## config.mk

```make
export PLATFORM = sky130hd
export DESIGN_NAME = alu_issue_ctrl
export DESIGN_NICKNAME = d
export VERILOG_FILES = /design/src/rtl/musa_pkg.sv /design/src/rtl/issue_decode.sv /design/src/rtl/alu_issue_ctrl.sv
export SDC_FILE = /design/constraint.sdc
export NUM_CORES = 1
export LEC_CHECK = 0
export CAP_MARGIN = 20
export CORE_UTILIZATION = 46
export CTS_CLUSTER_DIAMETER = 40
export DETAILED_ROUTE_END_ITERATION = 16
export PLACE_DENSITY_LB_ADDON = 0.2
export SETUP_SLACK_MARGIN = 0.02
export SLEW_MARGIN = 20
export SYNTH_ARGS = -nofsm -noshare
export SYNTH_HDL_FRONTEND = slang
export SYNTH_SLANG_ARGS = --single-unit
export TNS_END_PERCENT = 10
```

## constraint.sdc

```tcl
create_clock -name clock -period 5.22 [get_ports clock]
set_input_delay 0.783 -clock clock [delete_from_list [all_inputs] [get_ports clock]]
set_output_delay 0.783 -clock clock [all_outputs]
set_load 0.02 [all_outputs]
```

## src/rtl/musa_pkg.sv

```systemverilog
// Shared encodings for the MUSA EX stage: opcodes, functs, ALU control codes and issue FSM states.
package musa_pkg;

    localparam logic [5:0] OpRtype = 6'h00;
    localparam logic [5:0] OpAddi  = 6'h08;
    localparam logic [5:0] OpSubi  = 6'h09;
    localparam logic [5:0] OpAndi  = 6'h0C;
    localparam logic [5:0] OpOri   = 6'h0D;

    localparam logic [5:0] FnAdd = 6'h20;
    localparam logic [5:0] FnSub = 6'h22;
    localparam logic [5:0] FnAnd = 6'h24;
    localparam logic [5:0] FnOr  = 6'h25;
    localparam logic [5:0] FnNot = 6'h27;
    localparam logic [5:0] FnMul = 6'h02;
    localparam logic [5:0] FnDiv = 6'h01;
    localparam logic [5:0] FnCmp = 6'h2A;

    localparam logic [2:0] CtrlAddi  = 3'b000;
    localparam logic [2:0] CtrlSubi  = 3'b001;
    localparam logic [2:0] CtrlRtype = 3'b010;
    localparam logic [2:0] CtrlAndi  = 3'b011;
    localparam logic [2:0] CtrlOri   = 3'b100;

    typedef enum logic [1:0] {LatOne, LatMul, LatDiv} lat_class_e;

    typedef enum logic [1:0] {StIdle, StExec, StWb} state_e;

endpackage

```

## src/rtl/issue_decode.sv

```systemverilog
// Combinational decode of one instruction into ALU controls, operands, destination and latency.
module issue_decode
    import musa_pkg::*;
(
    input  logic [31:0] instr_i,
    input  logic [31:0] rs_data_i,
    input  logic [31:0] rt_data_i,
    output logic [2:0]  ctrl_o,
    output logic [5:0]  func_o,
    output logic [31:0] data_a_o,
    output logic [31:0] data_b_o,
    output logic [4:0]  dest_o,
    output lat_class_e  lat_o,
    output logic        legal_o,
    output logic        cmp_o,
    output logic        div_o
);

    logic [5:0]  opcode;
    logic [5:0]  funct;
    logic [15:0] imm;
    logic        unused_rs;

    assign opcode    = instr_i[31:26];
    assign funct     = instr_i[5:0];
    assign imm       = instr_i[15:0];
    // rs is already resolved to rs_data upstream
    assign unused_rs = ^instr_i[25:21];

    always_comb begin
        ctrl_o   = '0;
        func_o   = '0;
        data_a_o = rs_data_i;
        data_b_o = rt_data_i;
        dest_o   = instr_i[20:16];
        lat_o    = LatOne;
        legal_o  = 1'b0;
        cmp_o    = 1'b0;
        div_o    = 1'b0;
        unique case (opcode)
            OpRtype: begin
                ctrl_o = CtrlRtype;
                func_o = funct;
                dest_o = instr_i[15:11];
                unique case (funct)
                    FnAdd, FnSub, FnAnd, FnOr, FnNot: legal_o = 1'b1;
                    FnCmp: begin
                        legal_o = 1'b1;
                        cmp_o   = 1'b1;
                    end
                    FnMul: begin
                        legal_o = 1'b1;
                        lat_o   = LatMul;
                    end
                    FnDiv: begin
                        legal_o = 1'b1;
                        div_o   = 1'b1;
                        lat_o   = LatDiv;
                    end
                    default: legal_o = 1'b0;
                endcase
            end
            OpAddi: begin
                ctrl_o   = CtrlAddi;
                data_b_o = {{16{imm[15]}}, imm};
                legal_o  = 1'b1;
            end
            OpSubi: begin
                ctrl_o   = CtrlSubi;
                data_b_o = {{16{imm[15]}}, imm};
                legal_o  = 1'b1;
            end
            OpAndi: begin
                ctrl_o   = CtrlAndi;
                data_b_o = {16'h0000, imm};
                legal_o  = 1'b1;
            end
            OpOri: begin
                ctrl_o   = CtrlOri;
                data_b_o = {16'h0000, imm};
                legal_o  = 1'b1;
            end
            default: legal_o = 1'b0;
        endcase
    end

endmodule

```

## src/rtl/alu_issue_ctrl.sv

```systemverilog
// EX-stage issue controller: holds ALU inputs for the op latency, captures result/flags and
// presents write-back data over a valid/ready handshake.
module alu_issue_ctrl
    import musa_pkg::*;
#(
    parameter int unsigned MUL_LAT = 4,
    parameter int unsigned DIV_LAT = 8
) (
    input  logic        clock,
    input  logic        reset,
    input  logic        instr_valid,
    output logic        instr_ready,
    input  logic [31:0] instr,
    input  logic [31:0] rs_data,
    input  logic [31:0] rt_data,
    output logic [31:0] alu_data_a,
    output logic [31:0] alu_data_b,
    output logic [2:0]  alu_control,
    output logic [5:0]  alu_func,
    input  logic [31:0] alu_result,
    input  logic [2:0]  alu_flag,
    output logic        wb_valid,
    input  logic        wb_ready,
    output logic [4:0]  wb_reg,
    output logic [31:0] wb_data,
    output logic [2:0]  flag_reg,
    output logic        illegal,
    output logic        div_zero
);

    localparam int unsigned MaxLat = (MUL_LAT > DIV_LAT) ? MUL_LAT : DIV_LAT;
    localparam int unsigned CntW   = $clog2(MaxLat + 1);

    logic [2:0]      dec_ctrl;
    logic [5:0]      dec_func;
    logic [31:0]     dec_a;
    logic [31:0]     dec_b;
    logic [4:0]      dec_dest;
    lat_class_e      dec_lat;
    logic            dec_legal;
    logic            dec_cmp;
    logic            dec_div;
    logic [CntW-1:0] lat_init;

    state_e          state_q;
    logic [CntW-1:0] cnt_q;
    logic [4:0]      dest_q;
    logic            cmp_q;

    issue_decode u_decode (
        .instr_i   (instr),
        .rs_data_i (rs_data),
        .rt_data_i (rt_data),
        .ctrl_o    (dec_ctrl),
        .func_o    (dec_func),
        .data_a_o  (dec_a),
        .data_b_o  (dec_b),
        .dest_o    (dec_dest),
        .lat_o     (dec_lat),
        .legal_o   (dec_legal),
        .cmp_o     (dec_cmp),
        .div_o     (dec_div)
    );

    // Counter counts down to the capture edge, so it starts one below the hold window.
    always_comb begin
        lat_init = '0;
        unique case (dec_lat)
            LatMul:  lat_init = CntW'(MUL_LAT - 1);
            LatDiv:  lat_init = CntW'(DIV_LAT - 1);
            default: lat_init = '0;
        endcase
    end

    always_ff @(posedge clock) begin
        if (reset) begin
            state_q     <= StIdle;
            cnt_q       <= '0;
            dest_q      <= '0;
            cmp_q       <= 1'b0;
            instr_ready <= 1'b0;
            alu_data_a  <= '0;
            alu_data_b  <= '0;
            alu_control <= '0;
            alu_func    <= '0;
            wb_valid    <= 1'b0;
            wb_reg      <= '0;
            wb_data     <= '0;
            flag_reg    <= '0;
            illegal     <= 1'b0;
            div_zero    <= 1'b0;
        end else begin
            illegal  <= 1'b0;
            div_zero <= 1'b0;
            unique case (state_q)
                StIdle: begin
                    instr_ready <= 1'b1;
                    if (instr_valid && instr_ready) begin
                        if (!dec_legal) begin
                            illegal <= 1'b1;
                        end else if (dec_div && rt_data == '0) begin
                            div_zero <= 1'b1;
                            wb_data  <= '0;
                            if (dec_dest != '0) begin
                                wb_valid    <= 1'b1;
                                wb_reg      <= dec_dest;
                                instr_ready <= 1'b0;
                                state_q     <= StWb;
                            end
                        end else begin
                            alu_data_a  <= dec_a;
                            alu_data_b  <= dec_b;
                            alu_control <= dec_ctrl;
                            alu_func    <= dec_func;
                            cnt_q       <= lat_init;
                            dest_q      <= dec_dest;
                            cmp_q       <= dec_cmp;
                            instr_ready <= 1'b0;
                            state_q     <= StExec;
                        end
                    end
                end
                StExec: begin
                    if (cnt_q == '0) begin
                        wb_data  <= alu_result;
                        flag_reg <= alu_flag;
                        if (cmp_q || dest_q == '0) begin
                            instr_ready <= 1'b1;
                            state_q     <= StIdle;
                        end else begin
                            wb_valid <= 1'b1;
                            wb_reg   <= dest_q;
                            state_q  <= StWb;
                        end
                    end else begin
                        cnt_q <= cnt_q - 1'b1;
                    end
                end
                StWb: begin
                    if (wb_ready) begin
                        wb_valid    <= 1'b0;
                        instr_ready <= 1'b1;
                        state_q     <= StIdle;
                    end
                end
                default: state_q <= StIdle;
            endcase
        end
    end

endmodule

```

==> impl_metrics.yaml, run 1 <==
finish:
  drive_gt1_frac: 0.0643
  fin_nets: 1046
  multi_input_area_sq_um: 3030
  final_area_sq_um: 8990
  top_regs: "alu_data_a x32, alu_data_b x32, wb_data x32"
  n_antenna_cell: 0
  final-seq-area_sq_um: 2580
  final_core_util: 0.713
  stdcell_count: 1089
  syn2layout_area_growth_pct: 50.9
  nFillCells: 1010
cts:
  cts_made_buffers: 17
  cts_hold_buf: 0
  cts_root_buffer: "clkbuf_16"
  path_clk_slew_ps: 60
  post_cts_resized: 0
  htreeDepth: 4
  clock-sinks: 129
  post-cts-setup-buffers: 0
  tritoncts: "built"
  clk_path_buf_depth: 2
  clock_latency_ps: 420
floorplanning:
  core_area_sq_um: 12600
  io_pins: 252
  die_x_um: 116
  die_y_um: 116
  fp-row-count: 41
  die_area_sq_um: 13400
  initial_utilization: 0.472
detailed_routing:
  viasPerCell: 5.92
  wl_met3_mm: 1.77
  routedWlPerCell_um: 17.7
  vias: 6451
  dr.first_iter.drc_count: 609
  met2WireLength_mm: 9.38
  dr.pass1.iters: 5
  top_layer: "met4"
  drt_wl_total_mm: 19.3
  wl_met1_mm: 7.61
  antenna_left: 0
  drc: 0
logic_synthesis:
  syn-num-nets: 849
  synth_cell_types: 59
  ys_warn_count: 0
  synth_edf_count: 0
  ys.flop_type: "dfxtp_1"
  yosys.area.top_type: "dfxtp_1"
  synth_top_area_frac: 0.433
  ys_ff_latch: 129
  yosysMostFrequentCell: "dfxtp_1"
  synthTopCellsByCount: "dfxtp_1, a21oi_1, nand2_1"
  synth-async-reset-ratio: 0
  synth.yosys.seq_area_share: 0.433
  synthCells: 708
  synthTopCellsByArea: "dfxtp_1, a21oi_1, o311ai_0, nand2_1, nand3_1"
  syn_area_sq_um: 5960
  syn_area_per_cell_sq_um: 8.42
pwr:
  power_mw: 3.16
  leakagePower_nw: 2.95
  power.density_nw_per_um2: 351
  irDropWorstVdd_v: 0.000210
placement:
  dpl-instance-area_sq_um: 8400
  io_buffers: 246
  hpwlAfterDp_mm: 12.7
  gp_congestion: 0.793
  pre_cts_ws_ps: 1130
  place_inst: 1058
critical_path:
  critPathMaxFanout: 41
  timing.rr.end: "wb_data[9]"
  reg2reg_from: "state_q[0]"
  worst_setup_path_start_kind: "input port"
  rrSetupSlack_ps: 1730
  crit_chain: "clkdlybuf4s50_1 -> buf_4 -> nor3_2 -> nand3_1 -> o311ai_2 -> and2_2 -> buf_4 -> a21oi_1 -> a311oi_1"
  crit_end: "alu_data_b[8]"
  cp_common_cell: "buf_4"
  cpMaxStageDelayCell: "and2_2"
  r2r_cells: 6
  max_stage_delay_ps: 790
  worstSetupEndpointType: "register"
  startpoint: "instr[29]"
  cp.arrival_ps: 3890
  worstPathRequired_ps: 5530
  worstSetupPathType: "in2reg"
grt:
  antenna_found_initial: 0
  grt_pass1_wl_mm: 30.0
  grt_pass1_vias: 6034
  grtUsageTotal: 0.284
  grt_max_degree: 115
  grt-ovfl-total: 0
timing:
  whs_ps: 460
  slew_headroom: 0.279
  tightestPinTransition_ps: 1080
  skew_ps: 6.37
  fin_tns_setup_ps: 0
  clock.fmax_mhz: 280
  rsz0062_at_grt: "no"
  finalSetupViolations: 0
  min_period_ps: 3580
  fin_crit_sh: 0.685
  hold_viol: 0
  setup_slack_ps: 1640
  drv_slew: 0
outcome:
  status: "complete, no violations"
run:
  max_cap_violations: 0
worst_hold_path:
  hold_path.class: "reg2reg"
[layout make-up]
cell class,instances,area share
multi-input cells,491,0.337
repair buffers,257,0.283
inverters,9,0.00376
clock inverters,9,0.0120
flip-flops and latches,129,0.287
well taps,172,0.0239
clock buffers,22,0.0527
[worst min path at each step]
stage	start	to	slack (ps)	cells after the start
global route	flag_reg[1]	flag_reg[1]	490	2
finish	flag_reg[0]	flag_reg[0]	460	2
CTS	flag_reg[0]	flag_reg[0]	460	2
global placement	flag_reg[1]	flag_reg[1]	450	2
floorplan	cnt_q[0]	cnt_q[0]	440	1
detailed placement	flag_reg[0]	flag_reg[0]	450	2
[critical path: cells and delay by family]
family                 cells  cell delay (ps)
and+or+nand+nor            3             1300
AOI/OAI and AO/OA          3              840
buffers and inverters      3              940
[per-layer routing]
layer  vias to the layer above  track usage
met1                      3054        0.334
li1                       3060            -
met2                       300        0.470
met5                         -            0
met3                        37       0.0936
met4                         0        0.127
[power breakdown]
part	switching, mW	total (mW)	internal (mW)
sequential	0.0269	1.06	1.03
clock	0.431	1.17	0.735
combinational	0.638	0.932	0.295
total	1.10	3.16	2.06
[placed cells by master, fill, tap and decap left out, drive strengths merged, types with 10 or more instances in the layout]
cell type      Yosys  layout
o21ai             44      44
nor2              13      13
o311ai            35      35
buf               19      12
a21oi            102     102
o31ai             32      32
a311oi            17      17
nand3             53      53
clkdlybuf4s50      0     245
clkbuf            60      22
dfxtp            129     129
a211oi            21      21
nand2             78      78
mux2i             13      13
nor4              10      10
[cells by family after synthesis]
family | after synthesis | synth area share
fa+ha+maj | 6 | 0.0126
mux | 15 | 0.0256
xor+xnor | 2 | 0.00294
flops | 129 | 0.433
compound gates | 273 | 0.299
simple gates | 195 | 0.164
buf+inv | 88 | 0.0628
Power figures use the tool's default switching activity.
==> run 2: changes to the inputs <==
- CORE_UTILIZATION: 46 -> 43
- clock period: 5.22 -> 3.55 ns (I/O delays scaled with it)
==> impl_metrics.yaml, run 2 (same netlist as run 1, synthesis figures left out) <==
outcome:
  status: "complete, no violations"
critical_path:
  critPathMaxFanout: 74
  worstSetupPathType: "in2reg"
  worst_setup_path_start_kind: "input port"
  worstPathRequired_ps: 3860
  cp.arrival_ps: 3450
  worstSetupEndpointType: "register"
placement:
  dpl-instance-area_sq_um: 8500
  io_buffers: 246
  hpwlAfterDp_mm: 13.2
  gp_congestion: 0.816
  pre_cts_ws_ps: 88.5
timing:
  rsz0062_at_grt: "no"
  whs_ps: 461
  slew_headroom: 0.453
  min_period_ps: 3140
  hold_viol: 0
  fin_crit_sh: 0.884
  drv_slew: 0
  fin_tns_setup_ps: 0
  skew_ps: 6.23
  setup_slack_ps: 413
  finalSetupViolations: 0
  tightestPinTransition_ps: 819
  clock.fmax_mhz: 319
finish:
  final_common_cell: "clkdlybuf4s50_1"
  final-seq-area_sq_um: 2580
  top_regs: "alu_data_a x32, alu_data_b x32, wb_data x32"
  multi_input_area_sq_um: 3030
  nFillCells: 1090
  layout_common_cells: "clkdlybuf4s50_1, dfxtp_1, a21oi_1, nand2_1, nand3_1"
  n_antenna_cell: 0
  final_area_sq_um: 9130
  fin_nets: 1056
  syn2layout_area_growth_pct: 53.2
  drive_gt1_frac: 0.0722
grt:
  grt_pass1_vias: 6407
  grt_max_degree: 75
  grt_pass1_wl_mm: 31.7
  grtUsageTotal: 0.277
  antenna_found_initial: 0
  grt-ovfl-total: 0
cts:
  clock_latency_ps: 420
  cts_root_buffer: "clkbuf_16"
  htreeDepth: 4
  post_cts_resized: 0
  clk_path_buf_depth: 2
  clock-sinks: 129
  cts_hold_buf: 0
  path_clk_slew_ps: 50
  post-cts-setup-buffers: 0
  cts_made_buffers: 17
  tritoncts: "built"
detailed_routing:
  dr.pass1.iters: 8
  drc: 0
  routedWlPerCell_um: 18.1
  viasPerCell: 5.89
  dr.first_iter.drc_count: 515
  drt_wl_total_mm: 20.0
  vias: 6501
  antenna_left: 0
floorplanning:
  core_area_sq_um: 13400
  io_pins: 252
  die_y_um: 120
  die_area_sq_um: 14300
  fp-row-count: 42
  die_x_um: 120
  initial_utilization: 0.445
pwr:
  power.density_nw_per_um2: 527
  leakagePower_nw: 3.03
  irDropWorstVdd_v: 0.000326
run:
  max_cap_violations: 0
worst_hold_path:
  hold_path.class: "reg2reg"
## run 2: changes by cell type in the layout (fill, tap and decap cells not counted), moves of 2 or more
cell | before | now
bufinv_16 | 2 | 4
buf_12 | 0 | 2
clkbuf_1 | 2 | 4
clkinv_4 | 0 | 2
clkinvlp_4 | 5 | 1
buf_4 | 11 | 20
## run 2: layer usage
layer	wire (um)	global-route usage	up-vias
li1	-	-	3092
met1	7900	0.324	3074
met2	9980	0.476	292
met3	1600	0.0713	43
met4	496	0.119	0
met5	0	0	-
## run 2: final cells by class
cell class                 count  share of cell area
clock inverter                 9              0.0170
timing repair buffer         267               0.289
inverter                       9             0.00370
clock buffer                  23              0.0512
tap                          176              0.0241
sequential                   129               0.283
multi-input combinational    491               0.332
## run 2: final timing paths
kind / cells past startpoint / slack (ps) / from / end
worst max-delay path: 7 / 410 / instr[1] / alu_data_b[2]
worst min register to register: 2 / 460 / wb_reg[1] / wb_reg[1]
worst max register to register: 7 / 760 / state_q[1] / alu_data_b[2]
worst min-delay path: 2 / 460 / wb_reg[1] / wb_reg[1]
## run 2: worst max-delay path, stage by stage
cell and delay (ps):
clkdlybuf4s50_1 640, nand2b_1 250, nor3_4 80, a21oi_4 660
buf_4 730, a21oi_1 160, a311oi_1 300
## run 2: where the power goes
part / internal, mW / total [mW] / leakage (nW) / switching, mW
clock network: 1.21 / 1.85 / 0.301 / 0.640
logic: 0.457 / 1.41 / 1.69 / 0.949
registers: 1.52 / 1.56 / 1.04 / 0.0413
## run 2: through the flow
| step | util | power, mW | cells |
|---|---|---|---|
| 4_1_cts | 0.681 | 4.81 | 1104 |
| 3_5_place_dp | 0.635 | 2.96 | 1072 |
| 6_report | 0.682 | 4.82 | 1104 |
| 5_1_grt | 0.682 | 5.03 | 1104 |
| 2_1_floorplan | - | 2.46 | 708 |
| 3_3_place_gp | 0.635 | 2.92 | 1072 |
==> run 3: changes to the inputs <==
- CTS_CLUSTER_SIZE: default -> 16
- PLACE_DENSITY_LB_ADDON: 0.2 -> 0.25
==> impl_metrics.yaml, run 3 (same netlist as run 1, synthesis figures left out) <==
critical_path:
  reg2reg_from: "state_q[1]"
  worst_setup_path_start_kind: "input port"
  startpoint: "instr[28]"
  worstSetupPathType: "in2reg"
  worstPathRequired_ps: 3860
  critPathMaxFanout: 74
  cp.arrival_ps: 3420
  worstSetupEndpointType: "register"
timing:
  skew_ps: 7.87
  drv_slew: 0
  clock.fmax_mhz: 321
  min_period_ps: 3120
  finalSetupViolations: 0
  fin_crit_sh: 0.878
  tightestPinTransition_ps: 1000
  slew_headroom: 0.327
  fin_tns_setup_ps: 0
  whs_ps: 463
  hold_viol: 0
  setup_slack_ps: 434
  rsz0062_at_grt: "no"
detailed_routing:
  viasPerCell: 5.86
  vias: 6486
  drc: 0
  antenna_left: 0
  dr.pass1.iters: 5
  routedWlPerCell_um: 17.6
  drt_wl_total_mm: 19.5
  dr.first_iter.drc_count: 387
placement:
  hpwlAfterDp_mm: 13.1
  io_buffers: 246
  pre_cts_ws_ps: 75.0
  place_inst: 1074
  gp_congestion: 0.809
cts:
  path_clk_slew_ps: 50
  post-cts-setup-buffers: 0
  clk_path_buf_depth: 2
  clock-sinks: 129
  cts_hold_buf: 0
  post_cts_resized: 0
  clock_latency_ps: 420
  htreeDepth: 4
  tritoncts: "built"
  cts_root_buffer: "clkbuf_16"
  cts_made_buffers: 17
finish:
  drive_gt1_frac: 0.0753
  final_common_cell: "clkdlybuf4s50_1"
  n_antenna_cell: 0
  stdcell_count: 1106
  syn2layout_area_growth_pct: 54.1
  top_regs: "alu_data_a x32, alu_data_b x32, wb_data x32"
  layout_common_cells: "clkdlybuf4s50_1, dfxtp_1, a21oi_1, nand2_1, nand3_1"
  fin_nets: 1058
grt:
  grtUsageTotal: 0.270
  grt-ovfl-total: 0
  grt_pass1_vias: 6440
  antenna_found_initial: 0
  grt_max_degree: 123
  grt_pass1_wl_mm: 31.1
floorplanning:
  io_pins: 252
  die_x_um: 120
  fp-row-count: 42
  die_area_sq_um: 14300
  core_area_sq_um: 13400
  die_y_um: 120
  initial_utilization: 0.445
pwr:
  irDropWorstVdd_v: 0.000410
  power.density_nw_per_um2: 523
  leakagePower_nw: 3.06
run:
  max_cap_violations: 0
worst_hold_path:
  hold_path.class: "reg2reg"
  holdCritStartpoint: "wb_reg[2]"
outcome:
  status: "complete, no violations"
run 3: cell types whose count changed in the layout (fill, tap and decap cells not counted), sizes merged:
cell | previous run | this run
inv | 8 | 7
clkinv | 5 | 7
clkbuf | 23 | 22
buf | 22 | 24
run 3: power by group:
part           switching, mW  internal (mW)  leakage, nW
logic                  0.934          0.460         1.71
clock network          0.623           1.23        0.310
registers             0.0386           1.52         1.04
run 3: path summary, 6_finish.rpt:
check | end | slack (ps) | depth (start not counted)
setup reg to reg | wb_data[25] | 800 | 9
hold reg to reg | wb_reg[2] | 460 | 2
setup / recovery | alu_data_b[7] | 430 | 8
hold / removal | wb_reg[2] | 460 | 2
run 3: critical path, cell delays in order:
cell and delay (ps):
clkdlybuf4s50_1 630, nor3_2 130, nand2_1 160, nor3_4 90, a21oi_4 650, buf_4 720
a21oi_1 180, a311oi_1 300
run 3: routing by layer:
layer | vias to the layer above | global-route usage | wire length [um]
met5 | - | 0 | 0
met3 | 49 | 0.0832 | 1660
met4 | 0 | 0.145 | 658
met1 | 3050 | 0.302 | 7690
li1 | 3086 | - | -
met2 | 301 | 0.457 | 9500
run 3: final cells by class:
type	count	area, sq um
Clock buffer	22	474
Clock inverter	10	156
Inverter	9	33.8
Fill cell	1086	4220
Timing Repair Buffer	269	2690
Tap cell	176	220
Sequential cell	129	2580
Multi-Input combinational cell	491	3030
run 3: stage by stage:
| step | utilization | power, mW | instance area (sq um) |
|---|---|---|---|
| after floorplan | - | 2.46 | 5960 |
| after global placement | 0.638 | 2.92 | 8540 |
| after detailed placement | 0.638 | 2.96 | 8550 |
| after CTS | 0.685 | 4.81 | 9180 |
| after global routing | 0.685 | 5.02 | 9190 |
| final | 0.685 | 4.80 | 9190 |
